==> src/rtl/uart_tx_fifo.sv <==
// Purpose : byte FIFO that feeds a UART transmitter, with a one-cycle send pulse.
// Latency : a byte pushed into an empty FIFO while the FSM is idle and the
//           transmitter is free raises wr_en on the next rising edge.
// Backpr. : the host sees full; a push while full (with no pop in the same
//           cycle) is dropped and, when UART_TX_FIFO_OVF_EN is defined,
//           sets the sticky ovf flag.
//
// Build macro: UART_TX_FIFO_OVF_EN enables the sticky overflow flag. Without
// it, ovf is tied low and ovf_clr is ignored. The port list is the same in
// both builds.
//
// Ports:
//   sys_clk    in   sole clock, rising edge
//   reset      in   synchronous, active-high
//   push       in   host write strobe, one byte per cycle
//   push_data  in   byte written when push=1
//   full       out  FIFO holds DEPTH bytes
//   empty      out  FIFO holds no bytes
//   level      out  bytes queued, 0..DEPTH
//   ovf        out  sticky overflow flag
//   ovf_clr    in   clears ovf
//   wr_data    out  byte presented to the transmitter
//   wr_en      out  one-cycle send pulse
//   wr_busy    in   transmitter busy, already synchronized to sys_clk
//   tx_idle    out  FSM idle and FIFO empty
module uart_tx_fifo #(
  parameter int DEPTH        = 16,
  parameter int AW           = 4,
  parameter int BUSY_TIMEOUT = 15
) (
  input  logic          sys_clk,
  input  logic          reset,
  input  logic          push,
  input  logic [7:0]    push_data,
  output logic          full,
  output logic          empty,
  output logic [AW:0]   level,
  output logic          ovf,
  input  logic          ovf_clr,
  output logic [7:0]    wr_data,
  output logic          wr_en,
  input  logic          wr_busy,
  output logic          tx_idle
);

  localparam int TW = (BUSY_TIMEOUT > 0) ? $clog2(BUSY_TIMEOUT + 1) : 1;
  localparam logic [TW-1:0] TIMEOUT_VAL = TW'(BUSY_TIMEOUT);
  localparam logic [AW:0]   MSB_ONLY    = {1'b1, {AW{1'b0}}};
  localparam logic [AW:0]   PTR_ONE     = (AW+1)'(1);
  localparam logic [TW-1:0] CNT_ONE     = TW'(1);

  typedef enum logic [1:0] {
    S_IDLE,
    S_SEND,
    S_ACK,
    S_DRAIN
  } state_t;

  state_t        state;
  state_t        state_nxt;

  logic [7:0]    mem [DEPTH];
  logic [AW:0]   wr_ptr;
  logic [AW:0]   rd_ptr;
  logic [TW-1:0] to_cnt;

  logic          pop;
  logic          cnt_clr;
  logic          cnt_inc;
  logic          push_ok;
  logic          drop;

  // Pointers carry one extra MSB so full and empty are distinguishable
  // without a separate count register.
  assign empty   = (wr_ptr == rd_ptr);
  assign full    = ((wr_ptr ^ rd_ptr) == MSB_ONLY);
  assign level   = wr_ptr - rd_ptr;
  assign tx_idle = (state == S_IDLE) && empty;

  // A pop in the same cycle frees the head slot, so a push into a full FIFO
  // is still accepted then. The write lands in the slot being read, and the
  // read sees the old contents because both happen at the same edge.
  assign push_ok = push && (!full || pop);
  assign drop    = push && full && !pop;

  // FSM state register
  always_ff @(posedge sys_clk) begin
    if (reset) begin
      state <= S_IDLE;
    end else begin
      state <= state_nxt;
    end
  end

  // FSM next state and outputs
  always_comb begin
    state_nxt = state;
    pop       = 1'b0;
    wr_en     = 1'b0;
    cnt_clr   = 1'b0;
    cnt_inc   = 1'b0;
    case (state)
      S_IDLE: begin
        if (!empty && !wr_busy) begin
          pop       = 1'b1;
          state_nxt = S_SEND;
        end
      end
      S_SEND: begin
        wr_en     = 1'b1;
        cnt_clr   = 1'b1;
        state_nxt = S_ACK;
      end
      S_ACK: begin
        // If busy never rises, the byte is assumed sent once the timeout
        // expires, so a missing busy handshake cannot stall the queue.
        if (wr_busy) begin
          state_nxt = S_DRAIN;
        end else if (to_cnt == TIMEOUT_VAL) begin
          state_nxt = S_IDLE;
        end else begin
          cnt_inc = 1'b1;
        end
      end
      S_DRAIN: begin
        if (!wr_busy) begin
          state_nxt = S_IDLE;
        end
      end
      default: state_nxt = S_IDLE;
    endcase
  end

  // Read and write pointers
  always_ff @(posedge sys_clk) begin
    if (reset) begin
      wr_ptr <= '0;
      rd_ptr <= '0;
    end else begin
      if (push_ok) begin
        wr_ptr <= wr_ptr + PTR_ONE;
      end
      if (pop) begin
        rd_ptr <= rd_ptr + PTR_ONE;
      end
    end
  end

  // Storage is not cleared on reset; the pointers alone define contents.
  always_ff @(posedge sys_clk) begin
    if (push_ok) begin
      mem[wr_ptr[AW-1:0]] <= push_data;
    end
  end

  // wr_data holds the byte loaded at the last pop until the next pop.
  always_ff @(posedge sys_clk) begin
    if (reset) begin
      wr_data <= 8'h00;
    end else if (pop) begin
      wr_data <= mem[rd_ptr[AW-1:0]];
    end
  end

  // Timeout counter for the busy acknowledge
  always_ff @(posedge sys_clk) begin
    if (reset) begin
      to_cnt <= '0;
    end else if (cnt_clr) begin
      to_cnt <= '0;
    end else if (cnt_inc) begin
      to_cnt <= to_cnt + CNT_ONE;
    end
  end

`ifdef UART_TX_FIFO_OVF_EN
  // Sticky overflow: a drop wins over a clear in the same cycle.
  always_ff @(posedge sys_clk) begin
    if (reset) begin
      ovf <= 1'b0;
    end else if (drop) begin
      ovf <= 1'b1;
    end else if (ovf_clr) begin
      ovf <= 1'b0;
    end
  end
`else
  logic unused_ovf;
  assign unused_ovf = ^{ovf_clr, drop};
  assign ovf        = 1'b0;
`endif

endmodule

==> config.mk <==
export PLATFORM = sky130hd
export DESIGN_NAME = uart_tx_fifo
export DESIGN_NICKNAME = d
export VERILOG_FILES = /design/src/rtl/uart_tx_fifo.sv
export SDC_FILE = /design/constraint.sdc
export NUM_CORES = 1
export LEC_CHECK = 0
export ABC_AREA = 1
export ABC_CLOCK_PERIOD_IN_PS = 4200
export CAP_MARGIN = 10
export CORE_ASPECT_RATIO = 1.1
export CORE_MARGIN = 4
export CORE_UTILIZATION = 43
export DETAILED_ROUTE_END_ITERATION = 8
export MAX_ROUTING_LAYER = met4
export SYNTH_ARGS = -nofsm -noshare
export SYNTH_HDL_FRONTEND = slang
export SYNTH_SLANG_ARGS = --single-unit
==> constraint.sdc <==
create_clock -name sys_clk -period 4.2 [get_ports sys_clk]
set_clock_uncertainty 0.2 [all_clocks]
set_input_delay 0.84 -clock sys_clk [delete_from_list [all_inputs] [get_ports sys_clk]]
set_output_delay 0.84 -clock sys_clk [all_outputs]
set_load 0.02 [all_outputs]
# [Yosys cells after proc, flatten, opt, wreduce, memory -nomap -nowiden]
# Memory sizes are Yosys's and may differ from the RTL's. A register that Yosys moved wholly into a read port is not among the register bits.
# Cells that the tools add are included.
[op_classes] n_eq_ne=9 n_mux=13 reduce_logical=10 n_addsub=4 n_bitwise=1
[ops] op="adder 5 x 1 -> 5 bit, second input constant" n=2
[ops] op="two-way mux 1 bit" n=8
[ops] op="two-way mux 2 bit" n=4
[ops] op="one-hot mux 2 bit (4 select lines)" n=1
[ops] op="equality test 5 bit" n=1
[ops] op="equality test 5 bit, second input constant" n=1
[ops] op="subtractor 5 bit" n=1
[ops] op="XOR 5 bit" n=1
[ops] op="adder 4 x 1 -> 4 bit, second input constant" n=1
[ops] op="equality test 2 bit, second input constant" n=2
[ops] op="equality test 4 bit, second input constant" n=1
[ops] op="logical AND 1 bit" n=3
[ops] op="logical NOT 1 bit" n=3
[ops] op="inequality test 3 bit, second input constant" n=1
[ops] op="AND reduction 3 bit" n=1
[ops] op="equality test 2 x 1 -> 1 bit, second input constant" n=1
[ops] op="logical NOT 2 bit" n=1
[ops] op="inequality test 2 x 1 -> 1 bit, second input constant" n=1
[ops] op="inequality test 2 bit, second input constant" n=1
[ops] op="OR reduction 2 bit" n=1
[ops] op="logical OR 1 bit" n=1
[totals] input_bits=13 output_inout_bits=18 ramBits=128 reg_bits=16 memories=1
[memory_table] name="mem" words=16 width=8 rd=1 rd_clocked_by_memory_dff=1 write_ports=1 line_no="62" text="logic [7:0] mem [DEPTH];"

# [Longest topological paths before layout]
[logic_depth] ltp_word=9 ltp_mapped=12

# [Worst setup path before layout]
# Ideal clock, no wire load.
[synth_path] path_kind="flip-flop to output port" from="register rd_ptr[1]" to="output level[3]" stages_incl_launch_ff=8 arrival_ps=1668 n_path_buf=2 slack_ps=1492 path_cell_list="dfxtp_1 > buf_2 > inv_2 > buf_2 > ha_1 > nand2_2 > o21ai_0 > xor2_1"
[synth_via] elab_chain_cells=1
[synth_rtl] element="from (decl)" line_no="64" text="logic [AW:0] rd_ptr;"
[synth_rtl] element="from (signal assigned)" line_no="144" text="rd_ptr <= rd_ptr + PTR_ONE;"
[synth_rtl] element="subtractor 5 bit" line_no="77" text="assign level = wr_ptr - rd_ptr;"
[synth_rtl] element="to (decl)" line_no="37" text="output logic [AW:0] level,"
# Every way passes these cells.

# [Worst setup path after layout]
[layout_path] from="register rd_ptr[2]" to="output level[3]"
# The elaborated chain is that of the path after synthesis.

==> impl_metrics.toml <==
[sta]
fin_crit_ns = 3.86
worst_hold_slack_ns = 0.286
slew_viol_final = 0
worst_pin_slew_ns = 1.12
min_period_over_period_pct = 91.9
max_slew_margin_pct = 25.2
rsz0062_at_grt = "no"
final-setup-viol-count = 0
hold_violations = 0
fin_tns_setup_ns = 0
fmax_ghz = 0.259

[cts]
h-tree-depth = 4
insertion_delay_ns = 0.42
cts-root-buf = "clkbuf_16"
cts_hold_buf = 0
clk_pin_slew_ns = 0.07
cts_made_buffers = 17
cts_tree = "done"
cts_resized = 0
postCtsSetupBuffers = 0
clock-sinks = 152
cts_buffer_depth = 2

[synthesis]
yosysUniqueCellTypes = 29
synthesis.nets = 716
syn_area_per_cell_um2 = 9.79
synth-main-ff-cell = "edfxtp_1"
ys_ff_latch = 152
synthTopCellsByArea = "edfxtp_1 57%, nand2_1 14%, dfxtp_1 7.1%"
synth_edf_count = 128
synth-warning-count = 0
syn_inst = 692
synth_top_area_share_pct = 56.8
synth_seq_area_share_pct = 63.8
yosysTopAreaCell = "edfxtp_1"
syn_area_mm2 = 0.00677
synth-async-reset-ratio_pct = 0

[floorplan]
core_mm2 = 0.0152
die_w_um = 128
core.rowCount = 47
die_area_mm2 = 0.0178
io_pins = 31
die_y_um = 140
initial_core_util_pct = 44.5

[global_routing]
grt_pass1_vias = 4436
antenna_found_initial = 0
grt_pass1_wl_mm = 23.3
grt_max_degree = 69
grt_usage_pct = 17.9
grt-ovfl-total = 0

[routing]
vias = 4571
drcViolationCount = 0
ant_nets = 0
dr.pass1.iters = 5
drt_iter0_markers = 338
routed_wl_mm = 14.6
avgViaCountPerCell = 4.94
wl_per_cell_um = 15.8

[critical_path]
endpoint_kind = "output port"
start_kind = "register"
cp_max_fo = 14
worstSetupPathType = "reg2out"
arrival_ns = 2.82
required_ns = 3.16

[place]
port_buffers = 28
dp_hpwl_mm = 9.10
gp_congestion = 0.826
dpl-instance-area_mm2 = 0.00716

[final_layout]
antennaDiodeCount = 0
mostFrequentLayoutCells = "251 x nand2_1, 128 x edfxtp_1, 79 x nand3_1"
fillers = 1342
fin_area_mm2 = 0.00774
seq_area_mm2 = 0.00433
multiInputGateArea_mm2 = 0.00195
drive_above_1_share_pct = 7.53
final_common_cell = "nand2_1"
fin_nets = 741
syn2layout_area_growth_pct = 14.3

[pwr]
power_leakage_nw = 3.18
power_density_mw_per_mm2 = 492
peakVddDrop_mv = 0.368

[status]
run_status = "complete, no violations"

[run]
drv_cap = 0

[hold_path]
hold_class = "reg2reg"
metrics by stage:
step / cells / util [%] / power (mW) / setup WS (ns)
3_3_place_gp: 894 / 47.0 / 2.37 / 0.807
3_5_place_dp: 894 / 47.0 / 2.38 / 0.765
6_report: 926 / 50.8 / 3.81 / 0.342
4_1_cts: 926 / 50.8 / 3.85 / 0.295
2_1_floorplan: 692 / - / 2.18 / 1.49
5_1_grt: 926 / 50.8 / 4.00 / 0.121
critical path, stage by stage (launching register included):
cell             delay (ns)
dfxtp_1                0.31
buf_4                  0.20
clkinv_1               0.28
ha_1                   0.47
nand2_2                0.11
o21ai_0                0.23
xor2_1                 0.18
clkdlybuf4s50_1        0.62
flip-flops by register name, summed over array words and instances, names as in the netlist:
signal,cells
mem,128
rd_ptr,5
state,2
to_cnt,4
wr_data,8
wr_ptr,5
routing by layer:
metal  up-vias  global-route usage, %  wire [um]
met5         -                      -          0
met4         0                   8.27        383
met3        28                   3.53        918
met2       138                   28.3       6970
met1      2120                   22.3       6350
li1       2285                      -          -
cell usage after synthesis (2+ instances only):
master / number
ha_1: 10
clkbuf_1: 3
dfxtp_1: 24
inv_1: 78
nand2_2: 6
nor2_1: 32
clkinv_1: 2
a21oi_1: 21
xor2_1: 9
o21ai_0: 4
buf_4: 9
inv_2: 4
edfxtp_1: 128
nand3_1: 79
buf_2: 12
nand2_1: 251
nor3_1: 5
buf_6: 4
kinds of logic (layout without fill, tap and decap cells):
kind of cell / after synthesis / after routing / synth area share [%]
AND/OR/NAND/NOR: 377 / 377 / 23.0
flip-flops: 152 / 152 / 63.8
buffers and inverters: 113 / 151 / 7.43
AO/OA/AOI/OAI: 28 / 28 / 2.27
adder cells (fa/ha/maj): 11 / 11 / 2.14
XOR/XNOR: 10 / 10 / 1.29
other: 1 / 1 / 0.0554
area by class of cell:
cell class              count  share of cell area [%]
flip-flops and latches    152                    55.9
multi-input cells         427                    25.1
clock buffers              17                    5.49
repair buffers             35                    4.30
inverters                  84                    4.07
well taps                 196                    3.17
clock inverters            15                    1.99
final timing paths:
| path | startpoint | to | slack, ns | cells past startpoint |
|---|---|---|---|---|
| max | rd_ptr[2] | level[3] | 0.34 | 7 |
| min | rd_ptr[4] | rd_ptr[4] | 0.29 | 2 |
| max reg2reg | rd_ptr[2] | mem[0][4] | 1.04 | 10 |
| min reg2reg | rd_ptr[4] | rd_ptr[4] | 0.29 | 2 |
power by group:
group,switching (mW),internal [mW]
Sequential,0.0277,1.68
Clock,0.675,0.790
Combinational,0.425,0.216
Note: power is estimated with default switching activity, not from simulation.
